## src/rtl/inst_queue_pkg.sv

```systemverilog
// rtl/inst_queue_pkg.sv - shared opcode constants and field helpers for fetch/decode
package inst_queue_pkg;

    localparam int PC_W_DEF   = 32;
    localparam int INST_W_DEF = 32;
    localparam int OPC_W      = 6;

    // Opcode sits in the top OPC_W bits of the instruction word.
    localparam int OPC_LSB_DEF = INST_W_DEF - OPC_W;

    typedef enum logic [OPC_W-1:0] {
        OPC_NOP  = 6'b000000,
        OPC_ADD  = 6'b000001,
        OPC_SUB  = 6'b000010,
        OPC_AND  = 6'b000011,
        OPC_OR   = 6'b000100,
        OPC_LD   = 6'b100000,
        OPC_ST   = 6'b101000,
        OPC_BR   = 6'b110000,
        OPC_HALT = 6'b110001
    } opcode_e;

    function automatic logic [OPC_W-1:0] opcode_of(input logic [INST_W_DEF-1:0] inst);
        return inst[INST_W_DEF-1 -: OPC_W];
    endfunction

endpackage

```

## src/rtl/inst_queue.sv

```systemverilog
// rtl/inst_queue.sv - fetch-to-decode instruction FIFO with flush and sticky HALT fence
module inst_queue
    import inst_queue_pkg::*;
#(
    parameter int DEPTH    = 8,
    parameter int PC_W     = PC_W_DEF,
    parameter int INST_W   = INST_W_DEF,
    parameter int DROP_NOP = 1
) (
    input  logic                       clk,
    input  logic                       rst_n,
    input  logic                       push_valid,
    input  logic [PC_W-1:0]            push_pc,
    input  logic [INST_W-1:0]          push_inst,
    output logic                       full,
    input  logic                       pop,
    input  logic                       flush,
    output logic                       head_valid,
    output logic [PC_W-1:0]            head_pc,
    output logic [INST_W-1:0]          head_inst,
    output logic [OPC_W-1:0]           head_opcode,
    output logic [$clog2(DEPTH):0]     count,
    output logic                       halted
);

    localparam int AW = $clog2(DEPTH);
    localparam int CW = AW + 1;
    localparam logic [CW-1:0] FULL_CNT = CW'(DEPTH);

    logic [PC_W-1:0]   r_pc_mem   [DEPTH];
    logic [INST_W-1:0] r_inst_mem [DEPTH];
    logic [AW-1:0]     r_wr_ptr;
    logic [AW-1:0]     r_rd_ptr;
    logic [CW-1:0]     r_count;
    logic              r_halted;

    logic [OPC_W-1:0]  w_push_opc;
    logic              w_is_nop;
    logic              w_is_halt;
    logic              w_not_full;
    logic              w_not_empty;
    logic              w_push;
    logic              w_pop;

    assign w_push_opc  = push_inst[INST_W-1 -: OPC_W];
    assign w_is_nop    = (DROP_NOP != 0) && (w_push_opc == OPC_NOP);
    assign w_is_halt   = (w_push_opc == OPC_HALT);
    assign w_not_full  = (r_count != FULL_CNT);
    assign w_not_empty = (r_count != '0);

    // flush outranks everything; full is judged on the current count so a
    // simultaneous pop never makes room for a push in the same cycle.
    assign w_push = push_valid & w_not_full & ~r_halted & ~flush & ~w_is_nop;
    assign w_pop  = pop & w_not_empty & ~flush;

    always_ff @(posedge clk) begin
        if (w_push) begin
            r_pc_mem[r_wr_ptr]   <= push_pc;
            r_inst_mem[r_wr_ptr] <= push_inst;
        end
    end

    always_ff @(posedge clk or negedge rst_n) begin
        if (!rst_n) begin
            r_wr_ptr <= '0;
            r_rd_ptr <= '0;
            r_count  <= '0;
            r_halted <= 1'b0;
        end else if (flush) begin
            r_wr_ptr <= '0;
            r_rd_ptr <= '0;
            r_count  <= '0;
            r_halted <= 1'b0;
        end else begin
            if (w_push) begin
                r_wr_ptr <= r_wr_ptr + AW'(1);
            end
            if (w_pop) begin
                r_rd_ptr <= r_rd_ptr + AW'(1);
            end
            case ({w_push, w_pop})
                2'b10:   r_count <= r_count + CW'(1);
                2'b01:   r_count <= r_count - CW'(1);
                default: r_count <= r_count;
            endcase
            if (w_push && w_is_halt) begin
                r_halted <= 1'b1;
            end
        end
    end

    assign full        = ~w_not_full | r_halted;
    assign head_valid  = w_not_empty;
    assign head_pc     = w_not_empty ? r_pc_mem[r_rd_ptr]   : '0;
    assign head_inst   = w_not_empty ? r_inst_mem[r_rd_ptr] : '0;
    assign head_opcode = head_inst[INST_W-1 -: OPC_W];
    assign count       = r_count;
    assign halted      = r_halted;

endmodule

```

## config.mk

```make
export PLATFORM = sky130hd
export DESIGN_NAME = inst_queue
export DESIGN_NICKNAME = d
export VERILOG_FILES = /design/src/rtl/inst_queue_pkg.sv /design/src/rtl/inst_queue.sv
export SDC_FILE = /design/constraint.sdc
export NUM_CORES = 1
export LEC_CHECK = 0
export CAP_MARGIN = 40
export CORE_MARGIN = 8
export CORE_UTILIZATION = 58
export DETAILED_ROUTE_END_ITERATION = 12
export PLACE_DENSITY = 0.79
export SYNTH_ARGS = -nofsm -noshare
export SYNTH_HDL_FRONTEND = slang
export SYNTH_SLANG_ARGS = --single-unit
```

## constraint.sdc

```tcl
create_clock -name clk -period 10.3 [get_ports clk]
set_input_delay 2.06 -clock clk [delete_from_list [all_inputs] [get_ports clk]]
set_output_delay 2.06 -clock clk [all_outputs]
set_load 0.005 [all_outputs]
```

* Word-level counts from Yosys, hierarchy flattened
Memory sizes are Yosys's and may differ from the RTL's.
Index checks and enable logic that the tools add are counted.
W data, S select, Z words.
** Storage, ports and cells
- Register bits after elaboration :: 11
- Bits in writable memories :: 512
- Input port bits :: 69
- Output and inout port bits :: 77
- Logic and storage cells :: 44
- Memories kept :: 2
** Operators by class
- $add $sub $neg :: 4
- Eq/ne operators :: 4
- Mux-type cells :: 12
- Bitwise logic cells :: 11
- Reduce and logical (&&, ||, !) cells :: 7
** Memory list
- r_inst_mem :: depth 8, width 32, rd ports 1, clocked after Yosys merged registers in 0, write ports 1, RTL line inst_queue.sv:31 : logic [INST_W-1:0] r_inst_mem [DEPTH];
- r_pc_mem :: depth 8, width 32, rd ports 1, clocked after Yosys merged registers in 0, write ports 1, RTL line inst_queue.sv:30 : logic [PC_W-1:0] r_pc_mem [DEPTH];
** Operators with widths (count)
- $mux W32 :: 2
- $mux W3 :: 4
- $pmux W4 S2 :: 1
- $add A3 B1 Y3 const B :: 2
- $and A1 B1 Y1 :: 6
- $eq A6 B6 Y1 const B :: 1
- $logic_not A6 Y1 :: 1
- $reduce_bool A2 Y1 :: 3
- $add A4 B1 Y4 const B :: 1
- $mux W1 :: 4
- $mux W4 :: 1
- $ne A4 B4 Y1 const B :: 1
- $not A1 Y1 :: 4
- $reduce_bool A4 Y1 :: 1
- $sub A4 B1 Y4 const B :: 1
- $reduce_bool A3 Y1 :: 1
- $eq A2 B1 Y1 const B :: 1
- $eq A2 B2 Y1 const B :: 1
- $logic_and A1 B1 Y1 :: 1
- $or A1 B1 Y1 :: 1

* Longest topological paths before layout
- Depth after elaboration :: 8
- Depth in mapped cells :: 10
- Mapped depth without buffers :: 9

* Least setup slack after synthesis
No wires, ideal clock.
- Kind :: input to register
- Start point :: input push_inst[27]
- End point :: memory r_inst_mem[1][0] (netlist name), enable pin
- Setup time :: 0.644 ns
- Arrival time :: 8.613 ns
- Setup slack :: 1.043 ns
- Stages on the path :: 4
- Buffers on the path :: 0
- Path through :: or3_4 > o41a_1 > nand2_2 > nor4_1
** On the way
- Word-level cells in the longest chain between the ends :: 5
** RTL lines
- start, declared :: RTL line inst_queue.sv:14 : input logic [INST_W-1:0] push_inst,
- $logic_not A6 Y1 :: RTL line inst_queue.sv:46 : assign w_is_nop = (DROP_NOP != 0) && (w_push_opc == OPC_NOP);
- $not A1 Y1 :: RTL line inst_queue.sv:53 : assign w_push = push_valid & w_not_full & ~r_halted & ~flush & ~w_is_nop;
- $and A1 B1 Y1 :: RTL line inst_queue.sv:53
- $mux W1 :: RTL line inst_queue.sv:57 : if (w_push) begin
- $mux W1 (implied by the code) :: RTL line inst_queue.sv:59 : r_inst_mem[r_wr_ptr] <= push_inst;
- end, declared :: RTL line inst_queue.sv:31
Every way passes these cells.

* Final worst setup path
- Start point :: register r_rd_ptr[0]
- End point :: output head_inst[18]
** On the way
- Word-level cells in the longest chain between the ends :: 2
** RTL lines
- start, declared :: RTL line inst_queue.sv:33 : logic [AW-1:0] r_rd_ptr;
- start signal, assigned :: RTL line inst_queue.sv:79 : r_rd_ptr <= r_rd_ptr + AW'(1);
- $mem_v2 Z8 W32
- $mux W32 :: RTL line inst_queue.sv:95 : assign head_inst = w_not_empty ? r_inst_mem[r_rd_ptr] : '0;
- end, declared :: RTL line inst_queue.sv:20 : output logic [INST_W-1:0] head_inst,
Every way passes these cells.

==> flow_metrics.tcl <==
set metrics [dict create \
    status "finished clean" \
    cts.sinks 523 \
    grt_max_degree 56 \
    finalCritPeriodShare_pct 55.0 \
    layout_common_cells "edfxtp_1 (512), clkdlybuf4s50_1 (145), mux4_2 (128), nor2_1 (73), mux2i_1 (64)" \
    synth_ff_type "edfxtp_1" \
    synth_compound_area_share_pct 0.751 \
    async_flop_share_pct 2.10 \
    dieArea_um2 41000 \
    timing.rr.end "r_inst_mem[7][6]" \
    vias_per_cell 5.99 \
    setup_violations 0 \
    first_global_vias 10234 \
    routed_wirelength_um 40200 \
    io_buffers 145 \
    dp.cells 1480 \
    yosys.area_share.simple_pct 2.36 \
    cp.arrival_ns 3.61 \
    area_growth_pct 19.1 \
    final_common_cell "edfxtp_1" \
    ys_ff_latch 523 \
    wire_per_inst_um 25.5 \
    setup_tns_ns 0 \
    finalNetCount 1150 \
    reg2reg_depth 8 \
    p_leak_nw 7.40 \
    overflow 0 \
    grt_pass1_wl_um 61500 \
    worst_clock_skew_ns 0.0104 \
    dp_hpwl_um 22700 \
    htree_levels 2 \
    hold_viol_final 0 \
    whs_endpoint "halted" \
    n_fill_cell 2119 \
    final_max_slew_viol_count 0 \
    start_util_pct 58.6 \
    finalNonFillerCells 1576 \
    cts_buffer_depth 3 \
    layout-drive-gt1-share_pct 21.8 \
    io_pins 146 \
    tightest_slew_ns 0.819 \
    vdd_drop_max_mv 0.197 \
    chipHeight_um 202 \
    synth_warnings 0 \
    critPathKind "register to output port" \
    synth_area_leaders "edfxtp_1 (76%), mux4_2 (14%), mux2i_1 (3.2%), nor2_1 (1.4%), dfrtp_1 (1.4%)" \
    synth_fa_ha_area_share_pct 0.248 \
    end_kind "output port" \
    synth-xor-area-share_pct 0.217 \
    rsz0062_at_grt "false" \
    num_vias 9435 \
    cts_resized 0 \
    min_period_ns 5.67 \
    syn_nets 978 \
    final_antenna_net_count 0 \
    antenna_found_initial 4 \
    synth_area_per_cell_um2 22.3 \
    r2r-start "count[1]" \
    dr.pass1.iters 5 \
    crit_path_max_fanout 36 \
    clk_root_buffer_cell "clkbuf_16" \
    cts_tree "yes" \
    grt_usage_pct 19.6 \
    clock.fmax_mhz 176 \
    powerDensity_nw_per_um2 235 \
    start_kind "register" \
    netlist_area_um2 20200 \
    synth-edff-count 512 \
    cts_hold_buf 0 \
    drt_iter0_markers 609 \
    seq_area_frac_synth_pct 77.7 \
    clkLatencyLatePin_ns 0.54 \
    hold_class "register to register" \
    drc 0 \
    fp.dieW_um 202 \
    whs_path_depth 2 \
    row_count 68 \
    postSynthCellCount 905 \
    core_um2 34400 \
    yosysTopAreaCell "edfxtp_1" \
    hp-start "halted" \
    synthDominantCellAreaShare_pct 76.3 \
    max_cap_violations 0 \
    post-cts-setup-buffers 0 \
    crit_start "r_rd_ptr[0]" \
    path_clk_slew_ns 0.06 \
    max_slew_margin_pct 45.4 \
    required_ns 8.24 \
    gp_congestion 0.744 \
    synth_top_family_by_area "multiplexers" \
    synthMuxAreaShare_pct 17.5 \
    reg2reg_slack_ns 6.90 \
    cts_buffers 50 \
    yosysUniqueCellTypes 43 \
]
[synthesized netlist by cell type (all sizes together) (2+ instances only)]
cell    count
clkbuf     28
buf        23
inv         2
edfxtp    512
xnor2       2
nand2       9
mux4      128
ha          4
nand3       5
xor2        3
nor2       76
a21oi       7
or3         2
mux2i      64
nor3        8
nor2b       2
o21ai       3
dfrtp      11
nor4        2
[how the worst max path moves through the flow]
stage | cells past startpoint | endpoint | slack, ns
floorplan | 4 | r_inst_mem[1][0] | 1.04
global placement | 7 | r_inst_mem[2][2] | 4.71
global route | 6 | head_inst[18] | 4.39
detailed placement | 8 | r_inst_mem[7][6] | 4.96
finish | 6 | head_inst[18] | 4.63
CTS | 6 | head_inst[18] | 4.51
[logic make-up after synthesis]
group,count (synthesis)
flip-flops,523
multiplexers,193
AND/OR/NAND/NOR,109
buffers and inverters,53
AO/OA/AOI/OAI,18
XOR/XNOR,5
adder cells (fa/ha/maj),4
[state kept, by name, summed over array words and instances, names as in the netlist]
| name | cells |
|---|---|
| r_wr_ptr | 3 |
| halted | 1 |
| count | 4 |
| r_rd_ptr | 3 |
| r_pc_mem | 256 |
| r_inst_mem | 256 |
[worst max-delay path, stage by stage, from the launching register on]
cell	delay (ns)
dfrtp_4	0.84
buf_4	0.46
buf_16	0.30
mux4_2	0.57
mux2i_1	0.28
nor2_1	0.09
clkdlybuf4s50_1	0.46
[cell type report]
class / count / area [µm²] / share of cell area (%)
Antenna cell: 3 / 7.51 / 0.0313
Clock buffer: 64 / 1370 / 5.70
Clock inverter: 29 / 300 / 1.25
Inverter: 2 / 7.51 / 0.0313
Multi-Input combinational cell: 329 / 4310 / 18.0
Sequential cell: 523 / 15700 / 65.3
Tap cell: 455 / 569 / 2.37
Timing Repair Buffer: 171 / 1770 / 7.38
[power breakdown]
part / internal, mW / switching, mW
Clock: 1.09 / 0.743
Combinational: 0.747 / 0.582
Sequential: 2.40 / 0.0642
Total: 4.24 / 1.39
[through the flow]
stage               total power, mW  util [%]  hold slack (ns)  instance area, µm²  setup WS [ns]
global route                   5.86      69.8            0.612               24000           4.39
detailed placement             3.86      64.9            0.559               22300           4.96
finish                         5.63      69.8            0.587               24000           4.63
floorplan                      3.26         -            0.525               20200           1.04
CTS                            5.69      69.8            0.582               24000           4.51
global placement               3.79      64.4            0.553               22100           4.71
[layer usage]
metal  global-route usage, %  vias to the layer above  part of all wire, %
li1                        -                     4101                    -
met1                    25.2                     5014                   41
met5                       0                        -                0.032
met3                    4.02                       54                  5.4
met4                    4.87                        2                  1.7
met2                    34.1                      264                   52
Note: power is estimated with default switching activity, not from simulation.
